[src/rtl/video_timing_pkg.sv]
// Shared constants for the raster timing generator: counter width
// and the default horizontal/vertical timing.
package video_timing_pkg;

   localparam int CNT_W = 9;

   localparam int H_TOTAL_D      = 384;
   localparam int HBLANK_START_D = 256;
   localparam int HSYNC_START_D  = 288;
   localparam int HSYNC_END_D    = 320;

   localparam int V_TOTAL_D      = 264;
   localparam int VBLANK_START_D = 224;
   localparam int VSYNC_START_D  = 240;
   localparam int VSYNC_END_D    = 244;

   // Half-open range test [lo, hi) on a counter value.
   function automatic logic in_range(
      input logic [CNT_W-1:0] c,
      input logic [CNT_W-1:0] lo,
      input logic [CNT_W-1:0] hi
   );
      return (c >= lo) && (c < hi);
   endfunction

endpackage

[src/rtl/mod_counter.sv]
// Modulo-MOD up counter with clock enable and synchronous clear.
// Ports: clk, clr, ce in; count, count_next, tc (count == MOD-1) out.
module mod_counter
   import video_timing_pkg::*;
#(
   parameter int MOD = 384
) (
   input  logic             clk,
   input  logic             clr,
   input  logic             ce,
   output logic [CNT_W-1:0] count,
   output logic [CNT_W-1:0] count_next,
   output logic             tc
);

   assign tc         = (count == CNT_W'(MOD - 1));
   assign count_next = tc ? '0 : count + 1'b1;

   always_ff @(posedge clk) begin
      if (clr) begin
         count <= '0;
      end else if (ce) begin
         count <= count_next;
      end
   end

endmodule

[src/rtl/video_timing.sv]
// Raster timing generator: h/v counters, blank/sync decodes, sync
// edge strobes, frame start strobe and optional vblank interrupt.
// Ports: clk, clr (sync reset), ce, irq_ack in; hcount, vcount,
// hblank, vblank, hsync, vsync, n_hs_pre, n_hs_clr, frame_start, irq out.
// Macro VIDEO_TIMING_VBL_IRQ_EN enables the vblank interrupt.
module video_timing
   import video_timing_pkg::*;
#(
   parameter int H_TOTAL      = H_TOTAL_D,
   parameter int HBLANK_START = HBLANK_START_D,
   parameter int HSYNC_START  = HSYNC_START_D,
   parameter int HSYNC_END    = HSYNC_END_D,
   parameter int V_TOTAL      = V_TOTAL_D,
   parameter int VBLANK_START = VBLANK_START_D,
   parameter int VSYNC_START  = VSYNC_START_D,
   parameter int VSYNC_END    = VSYNC_END_D
) (
   input  logic             clk,
   input  logic             clr,
   input  logic             ce,
   input  logic             irq_ack,
   output logic [CNT_W-1:0] hcount,
   output logic [CNT_W-1:0] vcount,
   output logic             hblank,
   output logic             vblank,
   output logic             hsync,
   output logic             vsync,
   output logic             n_hs_pre,
   output logic             n_hs_clr,
   output logic             frame_start,
   output logic             irq
);

   if (!(HBLANK_START > 0 && HBLANK_START < H_TOTAL &&
         HSYNC_START < HSYNC_END && HSYNC_END < H_TOTAL &&
         H_TOTAL <= (1 << CNT_W))) begin : g_bad_h
      $error("video_timing: illegal horizontal timing parameters");
   end

   if (!(VBLANK_START > 0 && VBLANK_START < V_TOTAL &&
         VSYNC_START < VSYNC_END && VSYNC_END <= V_TOTAL &&
         V_TOTAL <= (1 << CNT_W))) begin : g_bad_v
      $error("video_timing: illegal vertical timing parameters");
   end

   localparam logic [CNT_W-1:0] HBS = CNT_W'(HBLANK_START);
   localparam logic [CNT_W-1:0] HSS = CNT_W'(HSYNC_START);
   localparam logic [CNT_W-1:0] HSE = CNT_W'(HSYNC_END);
   localparam logic [CNT_W-1:0] HT  = CNT_W'(H_TOTAL - 1);
   localparam logic [CNT_W-1:0] VBS = CNT_W'(VBLANK_START);
   localparam logic [CNT_W-1:0] VSS = CNT_W'(VSYNC_START);
   localparam logic [CNT_W-1:0] VSE = CNT_W'(VSYNC_END - 1);

   logic [CNT_W-1:0] h_next;
   logic [CNT_W-1:0] v_next;
   logic [CNT_W-1:0] v_nxt_eff;
   logic             h_tc;
   logic             v_tc;

   mod_counter #(.MOD(H_TOTAL)) u_hcnt (
      .clk        (clk),
      .clr        (clr),
      .ce         (ce),
      .count      (hcount),
      .count_next (h_next),
      .tc         (h_tc)
   );

   mod_counter #(.MOD(V_TOTAL)) u_vcnt (
      .clk        (clk),
      .clr        (clr),
      .ce         (ce & h_tc),
      .count      (vcount),
      .count_next (v_next),
      .tc         (v_tc)
   );

   // Line count only moves on the h wrap.
   assign v_nxt_eff = h_tc ? v_next : vcount;

   // Decodes use the counter's next value so the registered flag lines
   // up with the counter it describes. vsync uses an inclusive top so
   // VSYNC_END == V_TOTAL stays representable in CNT_W bits.
   always_ff @(posedge clk) begin
      if (clr) begin
         hblank      <= 1'b0;
         vblank      <= 1'b0;
         hsync       <= 1'b0;
         vsync       <= 1'b0;
         n_hs_pre    <= 1'b1;
         n_hs_clr    <= 1'b1;
         frame_start <= 1'b0;
      end else if (ce) begin
         hblank      <= (h_next >= HBS) && (h_next <= HT);
         vblank      <= (v_nxt_eff >= VBS);
         hsync       <= in_range(h_next, HSS, HSE);
         vsync       <= (v_nxt_eff >= VSS) && (v_nxt_eff <= VSE);
         n_hs_pre    <= (h_next != HSS);
         n_hs_clr    <= (h_next != HSE);
         frame_start <= h_tc && v_tc;
      end else begin
         n_hs_pre    <= 1'b1;
         n_hs_clr    <= 1'b1;
         frame_start <= 1'b0;
      end
   end

`ifdef VIDEO_TIMING_VBL_IRQ_EN
   logic irq_set;

   // A set arriving with an ack wins.
   assign irq_set = ce && h_tc && (v_next == VBS);

   always_ff @(posedge clk) begin
      if (clr) begin
         irq <= 1'b0;
      end else begin
         irq <= irq_set | (irq & ~irq_ack);
      end
   end
`else
   logic unused_irq_ack;

   assign unused_irq_ack = irq_ack;
   assign irq            = 1'b0;
`endif

   logic unused_v_tc_only;
   assign unused_v_tc_only = v_tc & 1'b0;

endmodule

[config.mk]
export PLATFORM = sky130hd
export DESIGN_NAME = video_timing
export DESIGN_NICKNAME = d
export VERILOG_FILES = /design/src/rtl/video_timing_pkg.sv /design/src/rtl/mod_counter.sv /design/src/rtl/video_timing.sv
export SDC_FILE = /design/constraint.sdc
export NUM_CORES = 1
export LEC_CHECK = 0
export BUFFER_PORTS_ARGS = -buffer_cell sky130_fd_sc_hd__buf_4
export CAP_MARGIN = 25
export CORE_ASPECT_RATIO = 1.4
export CORE_MARGIN = 2
export CORE_UTILIZATION = 42
export CTS_CLUSTER_DIAMETER = 100
export CTS_CLUSTER_SIZE = 16
export DETAILED_ROUTE_END_ITERATION = 8
export GPL_ROUTABILITY_DRIVEN = 0
export PLACE_DENSITY = 0.61
export REMOVE_ABC_BUFFERS = 1
export SLEW_MARGIN = 10
export SYNTH_ARGS = -nofsm -noshare
export SYNTH_HDL_FRONTEND = slang
export SYNTH_HIERARCHICAL = 1
export SYNTH_SLANG_ARGS = --single-unit
[constraint.sdc]
create_clock -name clk -period 2.7 [get_ports clk]
set_input_delay 0.135 -clock clk [delete_from_list [all_inputs] [get_ports clk]]
set_output_delay 0.135 -clock clk [all_outputs]
set_load 0.01 [all_outputs]
* Yosys cells after proc, flatten, opt, wreduce, memory -nomap -nowiden
Cells that the tools add are included.
Word-level totals: register bits after elaboration 25, word-level logic and storage cells 32, bits of input ports 4, output and inout port bits 26
Cells by class: order comparisons 7, eq/ne operators 4, $add $sub $neg 2, muxes and demuxes 3, reduce and logical (&&, ||, !) cells 5, bitwise operators 2
Operators with widths (number):
- $mux 9 | 3
- $add 9x1->9 const B | 2
- $eq 9x9->1 const B | 2
- $ge 9x8->1 const B | 2
- $ge 9x9->1 const B | 2
- $ne 9x9->1 const B | 2
- $le 9x8->1 const B | 1
- $le 9x9->1 const B | 1
- $lt 9x9->1 const B | 1
- $logic_and 1x1->1 | 4
- $reduce_or 2->1 | 1
- $and 1x1->1 | 1
- $not 1->1 | 1

* Depth between registers and ports, before layout
word-level depth 5, mapped depth 9, depth with buffers taken out 8

* Modules after synthesis
Netlist, hierarchy kept.
By module, submodules not included:
- mod_counter (u_hcnt) | area each 606.8 µm², instances 1, cells each 70, seq. area each 180.2 µm²
- mod_counter (u_vcnt) | area each 560.5 µm², instances 1, cells each 69, seq. area each 180.2 µm²
- video_timing | area each 359.1 µm², instances 1, cells each 35, seq. area each 140.1 µm²

* Least setup slack after synthesis
Ideal clock, no wire load.
path type flip-flop to flip-flop, start register u_hcnt.count[0], end register u_vcnt.count[5], setup time 70 ps, period minus slack after synthesis 2215 ps, cell stages (with the launch flop) 10, data required time 2630 ps, buffers on the path 1, data arrival time 2145 ps, slack 485 ps, path through dfxtp_1 ha_1 and4_1 buf_6 nand4_4 inv_1 and2_2 nand4_1 or3_1 a21oi_1
Between the ends: cells in the longest elaborated chain, start to end 2
Ends and longest elaborated chain:
- start, declared | line mod_counter.sv:11 | output logic [CNT_W-1:0] count,
- start signal, assigned | line mod_counter.sv:23 | count <= count_next;
- $eq 9x9->1 | line mod_counter.sv:16 | assign tc = (count == CNT_W'(MOD - 1));
- via h_tc | line video_timing.sv:57 | logic h_tc;
- $and 1x1->1 | line video_timing.sv:72 | .ce (ce & h_tc),
- end signal, assigned | line mod_counter.sv:23
- end, declared | line mod_counter.sv:11
The timed path passes the listed nets, and every way through them passes these cells. A chain may end at the register's enable or synchronous reset.

* Final worst setup path
start register u_hcnt.count[1], end register u_vcnt.count[3]
The elaborated chain is that of the path after synthesis.

==> impl_metrics.py <==
metrics = {
    "clock_network": {
        "cts_made_buffers": 3,
        "ctsHoldBuffers": 0,
        "cts_setup_buffers": 0,
        "clk_path_buf_depth": 2,
        "cts_tree": "built",
        "cts_htree_levels": 1,
        "clock-sinks": 25,
        "clk_latency_ns": 0.26,
        "cts.clk_slew.worst_paths_ns": 0.09,
        "ctsResizeCount": 0,
        "cts_root_buffer": "clkbuf_8",
    },
    "placed_design": {
        "placed_area_um2": 1704,
        "io_buffers": 27,
        "dpl.hpwl_mm": 2.245,
    },
    "critical_path": {
        "reg2reg_slack_ns": 0.30,
        "endpoint_kind": "flip-flop",
        "required_ns": 2.90,
        "worstPathCellList": "ha_1, and4_1, nand4_4, inv_1, and2_2, nand4_1, or3_1, a21oi_1",
        "crit_type": "reg2reg",
        "crit_path_max_incr_delay_ns": 0.42,
        "r2r_start": "u_hcnt/count[1]",
        "cpMaxStageDelayCell": "dfxtp_1",
        "cp-startpoint": "u_hcnt/count[1]",
        "r2r-end": "u_vcnt/count[3]",
        "r2r_cells": 8,
        "crit_fanout": 9,
        "critical_path.startpoint_type": "flip-flop",
        "cp.arrival_ns": 2.59,
    },
    "timing": {
        "fin_setup_tns_ns": 0,
        "period_share": 0.8878,
        "fmax_ghz": 0.4172,
        "hold_viol": 0,
        "setup_viol_count_final": 0,
        "slew_viol_final": 0,
        "clock_skew_ns": 0.003537,
        "grt_setup_unrepaired": "no",
        "period_minus_slack_ns": 2.397,
    },
    "power": {
        "cellLeakagePower_uw": 0.0007287,
        "power.density_nw_per_um2": 363.7,
        "vdd_drop_max_mv": 0.2332,
    },
    "grt": {
        "grt_overflow": 0,
        "grt_usage": 0.1724,
        "grt_max_degree": 24,
        "grt_pass1_wl_mm": 5.313,
        "grt_pass1_vias": 1164,
        "antenna_found_initial": 0,
    },
    "final_layout": {
        "area.growth.synth_to_final_pct": 14.87,
        "diodes": 0,
        "fin_nets": 201,
        "num-fill-cells": 341,
        "register_area_um2": 500.5,
        "drive_gt1_frac": 0.2474,
        "fin_area_um2": 1749,
        "final_core_util": 0.5130,
        "multiInputGateArea_um2": 924.6,
    },
    "run": {
        "drv_cap": 0,
    },
    "detailed_routing": {
        "drtPass1Iterations": 4,
        "wl_per_cell_um": 13.41,
        "drtIter0Drc": 42,
        "vias": 1300,
        "drc": 0,
        "antenna_left": 0,
        "vias_per_cell": 5.556,
        "wirelength_mm": 3.138,
    },
    "die": {
        "rows": 25,
        "die_h_um": 75.25,
        "floorplan.initialDensity": 0.4466,
        "die_w_um": 54.89,
        "dieArea_um2": 4130,
        "coreArea_um2": 3410,
        "io_pins": 30,
    },
    "min_path": {
        "hp-start": "clr",
        "hold_class": "in2reg",
        "hold_end": "u_hcnt/count[2]",
        "hold_depth": 2,
    },
    "yosys": {
        "avgSynthCellArea_um2": 8.802,
        "synth_warnings": 6,
        "syn_area_um2": 1523,
        "syn_inst": 173,
    },
    "run_status": {
        "status": "finished clean",
    },
}
==> critical path, delay by kind of cell (launching register included) <==
| kind | cells | cell delay [ns] |
|---|---|---|
| fa+ha+maj | 1 | 0.28 |
| simple gates | 5 | 1.23 |
| compound gates | 1 | 0.13 |
| flops | 1 | 0.42 |
| buf+inv | 1 | 0.26 |
==> worst max path at each step <==
stage,to,slack [ns]
final,u_vcnt/count[3],0.30
after global routing,u_vcnt/count[5],0.08
after CTS,u_vcnt/count[7],0.30
after detailed placement,u_vcnt/count[5],0.33
after global placement,u_vcnt/count[5],0.37
after floorplan,u_vcnt/count[7],0.40
==> power by group <==
part | leakage [uW] | internal (uW) | total [uW] | switching [uW]
clock | 0.0000228 | 105 | 220 | 115
combinational | 0.000504 | 17.3 | 40.3 | 23.0
sequential | 0.000202 | 372 | 375 | 3.49
==> through the flow <==
stage | std cells | worst slack, ns | power (uW) | hold WS, ns
after global routing | 234 | 0.08169 | 669.8 | 0.2144
after CTS | 234 | 0.2998 | 647.4 | 0.2118
final | 234 | 0.3030 | 636.1 | 0.2146
after floorplan | 160 | 0.3986 | 402.6 | 0.2041
after detailed placement | 230 | 0.3330 | 424.7 | 0.4672
after global placement | 230 | 0.3724 | 424.3 | 0.4614
==> cell type report <==
type	instances	share of cell area
Clock buffer	4	0.02575
Inverter	1	0.002146
Multi-Input combinational cell	134	0.5286
Sequential cell	25	0.2861
Tap cell	40	0.02861
Timing Repair Buffer	30	0.1288
==> cells in the final DEF (no fill, tap or decap), types with 2 or more instances in the layout <==
cell type / n
nor3_4: 2
xnor2_1: 4
and3_1: 2
nand4_1: 4
mux2i_1: 7
a21oi_1: 7
or3b_1: 3
nand3_1: 11
and4_1: 2
or3_1: 5
o21ai_0: 4
clkbuf_8: 3
xor2_1: 12
buf_4: 30
ha_1: 2
and3_2: 2
a31oi_1: 4
nand2_1: 11
nand2b_1: 2
nand3b_1: 3
dfxtp_1: 25
nor2b_1: 3
nor2_1: 22
==> registers in the layout (all words and copies together) (netlist names) <==
register and flops:
u_vcnt/count 9, u_hcnt/count 9, n_hs_clr 1, frame_start 1
n_hs_pre 1, vblank 1, hblank 1, vsync 1
hsync 1
==> layer usage <==
metal	GRT usage	part of all wire	wire (um)
met4	0.05691	0.011	33
met2	0.2884	0.51	1600
met5	0	0	0
met1	0.2185	0.44	1390
met3	0.03373	0.036	113
Note: power is estimated with default switching activity, not from simulation.
